<file path="src/rtl/spi_xfer_ctrl_if.sv">
// Host-side command/response bundle for spi_xfer_ctrl.
// master = host issuing commands, slave = transaction controller.
interface spi_xfer_ctrl_if #(
    parameter int P_DATA_WIDTH = 32
) ();
    logic                    cmd_valid;
    logic                    cmd_ready;
    logic                    cmd_rd;
    logic [7:0]              cmd_nbits;
    logic [P_DATA_WIDTH-1:0] cmd_wdata;
    logic                    rsp_valid;
    logic                    rsp_ready;
    logic [P_DATA_WIDTH-1:0] rsp_rdata;
    logic                    rsp_err;

    modport master (
        output cmd_valid, cmd_rd, cmd_nbits, cmd_wdata, rsp_ready,
        input  cmd_ready, rsp_valid, rsp_rdata, rsp_err
    );

    modport slave (
        input  cmd_valid, cmd_rd, cmd_nbits, cmd_wdata, rsp_ready,
        output cmd_ready, rsp_valid, rsp_rdata, rsp_err
    );
endinterface

</file>
<file path="src/rtl/spi_xfer_ctrl.sv">
// SPI transaction controller: CS setup/hold, timing words, master req/ack.
// Optional REQ watchdog enabled by defining SPI_XFER_TIMEOUT_EN.
module spi_xfer_ctrl #(
    parameter int P_DATA_WIDTH = 32
) (
    input  logic                    clk,
    input  logic                    rst_n,
    spi_xfer_ctrl_if.slave          host,
    input  logic [15:0]             cfg_half,
    input  logic                    cfg_cpol,
    input  logic [15:0]             cfg_miso_dly,
    input  logic [7:0]              cfg_cs_setup,
    input  logic [7:0]              cfg_cs_hold,
    output logic                    cs_n,
    output logic                    spi_wr_req,
    output logic                    spi_rd_req,
    output logic [P_DATA_WIDTH-1:0] spi_wr_data,
    input  logic [P_DATA_WIDTH-1:0] spi_rd_data,
    input  logic                    spi_ack,
    output logic [7:0]              spi_nb,
    output logic                    spi_y0_mosi,
    output logic                    spi_y0_sclk,
    output logic [31:0]             spi_n0_mosi,
    output logic [31:0]             spi_n1_mosi,
    output logic [31:0]             spi_n0_miso,
    output logic [31:0]             spi_n1_miso,
    output logic [31:0]             spi_n0_sclk,
    output logic [31:0]             spi_n1_sclk,
    output logic [31:0]             spi_n2_sclk
);
    localparam int W = P_DATA_WIDTH;
    localparam logic [7:0] MAX_NB = 8'(P_DATA_WIDTH);
    localparam logic [W-1:0] ONES = '1;

    typedef enum logic [2:0] {
        IDLE, SETUP, REQ, REL, HOLD, RSP
    } state_t;

    state_t         state_q, state_d;
    logic           cmd_ready_q, cmd_ready_d;
    logic           cs_n_q, cs_n_d;
    logic           wr_req_q, wr_req_d;
    logic           rd_req_q, rd_req_d;
    logic           rsp_valid_q, rsp_valid_d;
    logic           rsp_err_q, rsp_err_d;
    logic [W-1:0]   rsp_rdata_q, rsp_rdata_d;
    logic [7:0]     cnt_q, cnt_d;
    logic           rd_q, rd_d;
    logic [7:0]     nbits_q, nbits_d;
    logic [15:0]    half_q, half_d;
    logic           cpol_q, cpol_d;
    logic [15:0]    miso_dly_q, miso_dly_d;
    logic [7:0]     setup_q, setup_d;
    logic [7:0]     hold_q, hold_d;
    logic [W-1:0]   wr_data_q, wr_data_d;
    logic [W-1:0]   rd_mask;
    logic           bad_len;
`ifdef SPI_XFER_TIMEOUT_EN
    logic [31:0]    wd_q, wd_d;
    logic [31:0]    wd_limit;
`endif

    assign bad_len = (host.cmd_nbits == 8'd0) || (host.cmd_nbits > MAX_NB);
    assign rd_mask = ~(ONES << nbits_q);
`ifdef SPI_XFER_TIMEOUT_EN
    assign wd_limit = (32'(nbits_q) + 32'd2) * 32'd2 * 32'(half_q)
                    + 32'(miso_dly_q) + 32'd64;
`endif

    // Next-state and registered-output computation for the transfer FSM
    always_comb begin
        state_d     = state_q;
        cs_n_d      = cs_n_q;
        wr_req_d    = wr_req_q;
        rd_req_d    = rd_req_q;
        rsp_valid_d = rsp_valid_q;
        rsp_err_d   = rsp_err_q;
        rsp_rdata_d = rsp_rdata_q;
        cnt_d       = cnt_q;
        rd_d        = rd_q;
        nbits_d     = nbits_q;
        half_d      = half_q;
        cpol_d      = cpol_q;
        miso_dly_d  = miso_dly_q;
        setup_d     = setup_q;
        hold_d      = hold_q;
        wr_data_d   = wr_data_q;
`ifdef SPI_XFER_TIMEOUT_EN
        wd_d        = wd_q;
`endif
        unique case (state_q)
            IDLE: begin
                if (host.cmd_valid) begin
                    rd_d        = host.cmd_rd;
                    nbits_d     = host.cmd_nbits;
                    half_d      = cfg_half;
                    cpol_d      = cfg_cpol;
                    miso_dly_d  = cfg_miso_dly;
                    setup_d     = cfg_cs_setup;
                    hold_d      = cfg_cs_hold;
                    rsp_rdata_d = '0;
                    rsp_err_d   = 1'b0;
                    cnt_d       = 8'd0;
                    if (bad_len) begin
                        // Bad length never touches the bus
                        wr_data_d   = '0;
                        rsp_err_d   = 1'b1;
                        rsp_valid_d = 1'b1;
                        state_d     = RSP;
                    end else begin
                        wr_data_d = host.cmd_wdata << (MAX_NB - host.cmd_nbits);
                        cs_n_d    = 1'b0;
                        state_d   = SETUP;
                    end
                end
            end
            SETUP: begin
                if (cnt_q == setup_q) begin
                    wr_req_d = 1'b1;
                    rd_req_d = rd_q;
                    state_d  = REQ;
`ifdef SPI_XFER_TIMEOUT_EN
                    wd_d     = 32'd0;
`endif
                end else begin
                    cnt_d = cnt_q + 8'd1;
                end
            end
            REQ: begin
                if (spi_ack) begin
                    wr_req_d    = 1'b0;
                    rd_req_d    = 1'b0;
                    rsp_rdata_d = rd_q ? (spi_rd_data & rd_mask) : '0;
                    state_d     = REL;
                end
`ifdef SPI_XFER_TIMEOUT_EN
                else if (wd_q + 32'd1 == wd_limit) begin
                    wr_req_d    = 1'b0;
                    rd_req_d    = 1'b0;
                    rsp_err_d   = 1'b1;
                    rsp_rdata_d = '0;
                    state_d     = REL;
                end else begin
                    wd_d = wd_q + 32'd1;
                end
`endif
            end
            REL: begin
                if (!spi_ack) begin
                    cnt_d   = 8'd0;
                    state_d = HOLD;
                end
            end
            HOLD: begin
                if (cnt_q == hold_q) begin
                    cs_n_d  = 1'b1;
                    state_d = RSP;
                end else begin
                    cnt_d = cnt_q + 8'd1;
                end
            end
            RSP: begin
                if (rsp_valid_q && host.rsp_ready) begin
                    rsp_valid_d = 1'b0;
                    state_d     = IDLE;
                end else begin
                    rsp_valid_d = 1'b1;
                end
            end
            default: state_d = IDLE;
        endcase
        cmd_ready_d = (state_d == IDLE);
    end

    // State and output registers with synchronous active-low reset
    always_ff @(posedge clk) begin
        if (!rst_n) begin
            state_q     <= IDLE;
            cmd_ready_q <= 1'b1;
            cs_n_q      <= 1'b1;
            wr_req_q    <= 1'b0;
            rd_req_q    <= 1'b0;
            rsp_valid_q <= 1'b0;
            rsp_err_q   <= 1'b0;
            rsp_rdata_q <= '0;
            cnt_q       <= 8'd0;
            rd_q        <= 1'b0;
            nbits_q     <= 8'd0;
            half_q      <= 16'd0;
            cpol_q      <= 1'b0;
            miso_dly_q  <= 16'd0;
            setup_q     <= 8'd0;
            hold_q      <= 8'd0;
            wr_data_q   <= '0;
`ifdef SPI_XFER_TIMEOUT_EN
            wd_q        <= 32'd0;
`endif
        end else begin
            state_q     <= state_d;
            cmd_ready_q <= cmd_ready_d;
            cs_n_q      <= cs_n_d;
            wr_req_q    <= wr_req_d;
            rd_req_q    <= rd_req_d;
            rsp_valid_q <= rsp_valid_d;
            rsp_err_q   <= rsp_err_d;
            rsp_rdata_q <= rsp_rdata_d;
            cnt_q       <= cnt_d;
            rd_q        <= rd_d;
            nbits_q     <= nbits_d;
            half_q      <= half_d;
            cpol_q      <= cpol_d;
            miso_dly_q  <= miso_dly_d;
            setup_q     <= setup_d;
            hold_q      <= hold_d;
            wr_data_q   <= wr_data_d;
`ifdef SPI_XFER_TIMEOUT_EN
            wd_q        <= wd_d;
`endif
        end
    end

    assign host.cmd_ready = cmd_ready_q;
    assign host.rsp_valid = rsp_valid_q;
    assign host.rsp_err   = rsp_err_q;
    assign host.rsp_rdata = rsp_rdata_q;

    assign cs_n        = cs_n_q;
    assign spi_wr_req  = wr_req_q;
    assign spi_rd_req  = rd_req_q;
    assign spi_wr_data = wr_data_q;
    assign spi_nb      = nbits_q;
    assign spi_y0_mosi = 1'b0;
    assign spi_y0_sclk = cpol_q;
    assign spi_n0_mosi = 32'd0;
    assign spi_n1_mosi = {15'd0, half_q, 1'b0};
    assign spi_n0_miso = {16'd0, miso_dly_q};
    assign spi_n1_miso = {15'd0, half_q, 1'b0};
    assign spi_n0_sclk = {16'd0, half_q};
    assign spi_n1_sclk = {16'd0, half_q};
    assign spi_n2_sclk = {16'd0, half_q};
endmodule

</file>
<file path="src/flat_wrapper.sv">
// flat-port wrapper written by rule: the top's interface ports become plain ports
module spi_xfer_ctrl_flat 
#(
    parameter int P_DATA_WIDTH = 32
)
  (clk, rst_n, cfg_half, cfg_cpol, cfg_miso_dly, cfg_cs_setup, cfg_cs_hold, cs_n, spi_wr_req, spi_rd_req, spi_wr_data, spi_rd_data, spi_ack, spi_nb, spi_y0_mosi, spi_y0_sclk, spi_n0_mosi, spi_n1_mosi, spi_n0_miso, spi_n1_miso, spi_n0_sclk, spi_n1_sclk, spi_n2_sclk, host_cmd_valid, host_cmd_rd, host_cmd_nbits, host_cmd_wdata, host_rsp_ready, host_cmd_ready, host_rsp_valid, host_rsp_rdata, host_rsp_err);
  spi_xfer_ctrl_if #(.P_DATA_WIDTH(P_DATA_WIDTH)) host_i ();
  input  logic clk;
  input  logic rst_n;
  input  logic [15:0] cfg_half;
  input  logic cfg_cpol;
  input  logic [15:0] cfg_miso_dly;
  input  logic [7:0] cfg_cs_setup;
  input  logic [7:0] cfg_cs_hold;
  output logic cs_n;
  output logic spi_wr_req;
  output logic spi_rd_req;
  output logic [P_DATA_WIDTH-1:0] spi_wr_data;
  input  logic [P_DATA_WIDTH-1:0] spi_rd_data;
  input  logic spi_ack;
  output logic [7:0] spi_nb;
  output logic spi_y0_mosi;
  output logic spi_y0_sclk;
  output logic [31:0] spi_n0_mosi;
  output logic [31:0] spi_n1_mosi;
  output logic [31:0] spi_n0_miso;
  output logic [31:0] spi_n1_miso;
  output logic [31:0] spi_n0_sclk;
  output logic [31:0] spi_n1_sclk;
  output logic [31:0] spi_n2_sclk;
  input wire logic [$bits(host_i.cmd_valid)-1:0] host_cmd_valid;
  input wire logic [$bits(host_i.cmd_rd)-1:0] host_cmd_rd;
  input wire logic [$bits(host_i.cmd_nbits)-1:0] host_cmd_nbits;
  input wire logic [$bits(host_i.cmd_wdata)-1:0] host_cmd_wdata;
  input wire logic [$bits(host_i.rsp_ready)-1:0] host_rsp_ready;
  output wire logic [$bits(host_i.cmd_ready)-1:0] host_cmd_ready;
  output wire logic [$bits(host_i.rsp_valid)-1:0] host_rsp_valid;
  output wire logic [$bits(host_i.rsp_rdata)-1:0] host_rsp_rdata;
  output wire logic [$bits(host_i.rsp_err)-1:0] host_rsp_err;
  assign host_i.cmd_valid = host_cmd_valid;
  assign host_i.cmd_rd = host_cmd_rd;
  assign host_i.cmd_nbits = host_cmd_nbits;
  assign host_i.cmd_wdata = host_cmd_wdata;
  assign host_i.rsp_ready = host_rsp_ready;
  assign host_cmd_ready = host_i.cmd_ready;
  assign host_rsp_valid = host_i.rsp_valid;
  assign host_rsp_rdata = host_i.rsp_rdata;
  assign host_rsp_err = host_i.rsp_err;
  spi_xfer_ctrl #(.P_DATA_WIDTH(P_DATA_WIDTH)) u_core (.clk(clk), .rst_n(rst_n), .host(host_i), .cfg_half(cfg_half), .cfg_cpol(cfg_cpol), .cfg_miso_dly(cfg_miso_dly), .cfg_cs_setup(cfg_cs_setup), .cfg_cs_hold(cfg_cs_hold), .cs_n(cs_n), .spi_wr_req(spi_wr_req), .spi_rd_req(spi_rd_req), .spi_wr_data(spi_wr_data), .spi_rd_data(spi_rd_data), .spi_ack(spi_ack), .spi_nb(spi_nb), .spi_y0_mosi(spi_y0_mosi), .spi_y0_sclk(spi_y0_sclk), .spi_n0_mosi(spi_n0_mosi), .spi_n1_mosi(spi_n1_mosi), .spi_n0_miso(spi_n0_miso), .spi_n1_miso(spi_n1_miso), .spi_n0_sclk(spi_n0_sclk), .spi_n1_sclk(spi_n1_sclk), .spi_n2_sclk(spi_n2_sclk));
endmodule
</file>
<file path="config.mk">
export PLATFORM = sky130hd
export DESIGN_NAME = spi_xfer_ctrl_flat
export DESIGN_NICKNAME = d
export VERILOG_FILES = /design/src/rtl/spi_xfer_ctrl_if.sv /design/src/rtl/spi_xfer_ctrl.sv /design/src/flat_wrapper.sv
export SDC_FILE = /design/constraint.sdc
export NUM_CORES = 1
export LEC_CHECK = 0
export CAP_MARGIN = 20
export CORE_AREA = 2 2 165 167
export CTS_CLUSTER_DIAMETER = 80
export DETAILED_ROUTE_END_ITERATION = 8
export DIE_AREA = 0 0 167 169
export PLACE_DENSITY_LB_ADDON = 0.15
export SYNTH_ARGS = -nofsm -noshare
export SYNTH_HDL_FRONTEND = slang
export SYNTH_SLANG_ARGS = --single-unit
</file>
<file path="constraint.sdc">
create_clock -name clk -period 5.3 [get_ports clk]
set_input_delay 1.59 -clock clk [delete_from_list [all_inputs] [get_ports clk]]
set_output_delay 1.59 -clock clk [all_outputs]
set_load 0.02 [all_outputs]
</file>
==> flow_metrics.env <==
export IMPL_syn_avg_cell_area_um2=8.15
export IMPL_io_buffers=301
export IMPL_postCtsSetupBuffers=0
export IMPL_wl_per_cell_um=17.7
export IMPL_drc_errors=0
export IMPL_tritoncts="built"
export IMPL_grt_pass1_vias=7337
export IMPL_critical_path_class="in2reg"
export IMPL_hold_class="reg2reg"
export IMPL_worst_slack_ns=1.08
export IMPL_die_y_um=169
export IMPL_drt_initial_drc_count=724
export IMPL_fin_crit_sh=0.797
export IMPL_ioPinCount=431
export IMPL_clkSlewWorstSetupHoldPaths_ns=0.07
export IMPL_layout_area_seq_um2=2780
export IMPL_place_congestion=0.917
export IMPL_hold_depth=2
export IMPL_fill_cells=2631
export IMPL_cp_arrival_ns=4.52
export IMPL_r2r_end="u_core.spi_wr_data[26]$_SDFFE_PN0P_"
export IMPL_nets=1432
export IMPL_skew_ns=0.00932
export IMPL_hp_start="u_core.host.rsp_rdata[1]$_SDFFE_PN0P_"
export IMPL_cap_violations=0
export IMPL_leakage_nw=4.53
export IMPL_drv_slew=0
export IMPL_power_density_nw_per_um2=360
export IMPL_insertion_delay_ns=0.42
export IMPL_period_needed_ns=4.22
export IMPL_pre_cts_ws_ns=0.685
export IMPL_synth_largest_area_cell="dfxtp_1"
export IMPL_grtUsageTotal=0.195
export IMPL_dieArea_um2=28200
export IMPL_setup_viol=0
export IMPL_r2r_worst_path_cells=7
export IMPL_ys_seq_area_frac=0.310
export IMPL_r2r_slack_ns=2.55
export IMPL_hold_path_end="u_core.host.rsp_rdata[1]$_SDFFE_PN0P_"
export IMPL_syn_area_um2=8980
export IMPL_grt_max_degree=85
export IMPL_cts_buffers=17
export IMPL_clkSinkCount=139
export IMPL_core_um2=26500
export IMPL_vias=8200
export IMPL_final_area_um2=11900
export IMPL_ys_async_sr_fraction=0
export IMPL_die_w_um=167
export IMPL_yosys_top_cells_count="buf_4, nand2_1, dfxtp_1, a21oi_1, nor2_1"
export IMPL_syn_instance_count=1102
export IMPL_end_kind="register"
export IMPL_ir_drop_mv=0.179
export IMPL_cts_htree_levels=4
export IMPL_antenna_left=0
export IMPL_fin_util=0.448
export IMPL_synth_cell_types=82
export IMPL_syn_to_final_growth_pct=32.1
export IMPL_cts_root_buf="clkbuf_16"
export IMPL_ys_ff_latch=139
export IMPL_dp_hpwl_um=21900
export IMPL_tightest_slew_ns=0.986
export IMPL_rsz0062_at_grt="false"
export IMPL_timing_hold_ws_ns=0.451
export IMPL_outcome="finished, final reports clean"
export IMPL_antenna_found_initial=0
export IMPL_cts_hold_buf=0
export IMPL_grt_overflow_total=0
export IMPL_yosysMostFrequentCell="buf_4"
export IMPL_ys_warn_count=0
export IMPL_place_area_um2=11200
export IMPL_row_count=60
export IMPL_diodes=0
export IMPL_drive_gt1_frac=0.0805
export IMPL_synth_top_area_frac=0.310
export IMPL_synth_top_flop_cell="dfxtp_1"
export IMPL_slew_headroom=0.343
export IMPL_hold_viol_final=0
export IMPL_fmax_mhz=237
export IMPL_required_ns=5.60
export IMPL_grt_pass1_wl_um=43500
export IMPL_start_util=0.339
export IMPL_synth_edff_count=0
export IMPL_startpoint_type="primary input"
export IMPL_multi_input_area_um2=4820
export IMPL_worstPathMaxFanout=16
export IMPL_drt_total_wl_um=29300
export IMPL_reg2reg_from="u_core.state_q[2]$_SDFF_PN0_"
export IMPL_clock_path_buffers=2
export IMPL_via_per_inst=4.95
export IMPL_setup_tns_ns=0
export IMPL_drtPass1Iterations=6
export IMPL_cts_resized=0
export IMPL_yosys_top_cells_area="dfxtp_1, buf_4, nand2_1"
==> stage by stage <==
step	std cells	total power [mW]
6_report	1657	4.28
5_1_grt	1657	4.49
4_1_cts	1657	4.31
3_5_place_dp	1625	3.02
3_3_place_gp	1625	3.02
2_1_floorplan	1230	2.54
==> where the power goes <==
group / leakage (nW) / internal [mW] / switching [mW]
sequential: 1.13 / 1.16 / 0.138
clock: 0.299 / 0.768 / 0.510
combinational: 3.10 / 0.670 / 1.03
total: 4.53 / 2.60 / 1.68
==> sequential cells by signal (all words and copies together) (netlist names), 3 cells and up <==
register	flops
u_core.spi_wr_data	32
u_core.host.rsp_rdata	32
u_core.half_q	16
u_core.state_q	3
u_core.miso_dly_q	16
u_core.cnt_q	8
u_core.hold_q	8
u_core.spi_nb	8
u_core.setup_q	8
==> worst max-delay path, cell delays in order <==
cell,delay (ns)
clkdlybuf4s50_1,0.65
inv_1,0.08
ha_1,0.18
buf_4,0.18
xor2_2,0.45
buf_4,0.34
mux2_2,0.40
a211o_1,0.33
a32oi_1,0.20
o21ai_0,0.10
==> cells by family after synthesis <==
| family | synth area share |
|---|---|
| xor+xnor | 0.0259 |
| buf+inv | 0.209 |
| mux | 0.102 |
| other cells | 0.000417 |
| fa+ha+maj | 0.00279 |
| flops | 0.310 |
| simple gates | 0.173 |
| compound gates | 0.178 |
==> cells in the final DEF (no fill, tap or decap), types with 4 or more instances in the layout <==
cell	netlist	layout
clkdlybuf4s50_1	0	301
nand2_1	181	181
dfxtp_1	139	139
conb_1	1	129
a21oi_1	81	81
nor2_1	78	77
mux2i_1	42	42
a32oi_1	33	33
o21ai_0	25	25
mux2_2	22	22
buf_4	199	21
a22oi_1	20	20
clkbuf_16	0	17
nor3_1	14	14
xnor2_1	13	13
nand3_1	13	13
inv_1	12	11
o211ai_1	10	10
and2_1	9	9
nand2b_1	9	9
a211oi_1	8	8
o22ai_1	8	8
mux4_2	7	7
or3_1	7	7
xor2_1	8	7
and3_1	6	5
nand4_1	5	5
nand4b_1	4	4
a31oi_1	4	4
inv_6	0	4
==> layout make-up <==
| class | count | area share |
|---|---|---|
| flip-flops and latches | 139 | 0.234 |
| repair buffers | 322 | 0.267 |
| inverters | 12 | 0.00401 |
| clock buffers | 19 | 0.0373 |
| clock inverters | 13 | 0.0152 |
| well taps | 341 | 0.0360 |
| multi-input cells | 811 | 0.406 |
==> how the worst max path moves through the flow <==
| stage | start | to | slack, ns | cells past startpoint |
|---|---|---|---|---|
| 6_report | host_cmd_nbits[1] | u_core.spi_wr_data[29]$_SDFFE_PN0P_ | 1.08 | 10 |
| 5_1_grt | host_cmd_nbits[1] | u_core.spi_wr_data[29]$_SDFFE_PN0P_ | 0.91 | 10 |
| 4_1_cts | host_cmd_nbits[1] | u_core.spi_wr_data[29]$_SDFFE_PN0P_ | 1.11 | 10 |
| 3_5_place_dp | host_cmd_nbits[1] | u_core.spi_wr_data[29]$_SDFFE_PN0P_ | 0.68 | 10 |
| 3_3_place_gp | host_cmd_nbits[1] | u_core.spi_wr_data[17]$_SDFFE_PN0P_ | 0.71 | 11 |
| 2_1_floorplan | host_cmd_nbits[0] | u_core.spi_wr_data[17]$_SDFFE_PN0P_ | 1.11 | 13 |
==> per-layer routing <==
layer	GRT usage	share of wire	vias to the layer above
li1	-	-	3927
met1	0.262	0.44	3864
met2	0.323	0.48	379
met3	0.0323	0.064	30
met4	0.0540	0.015	0
met5	0	0	-
No activity file was read; power rests on OpenSTA's default activity.
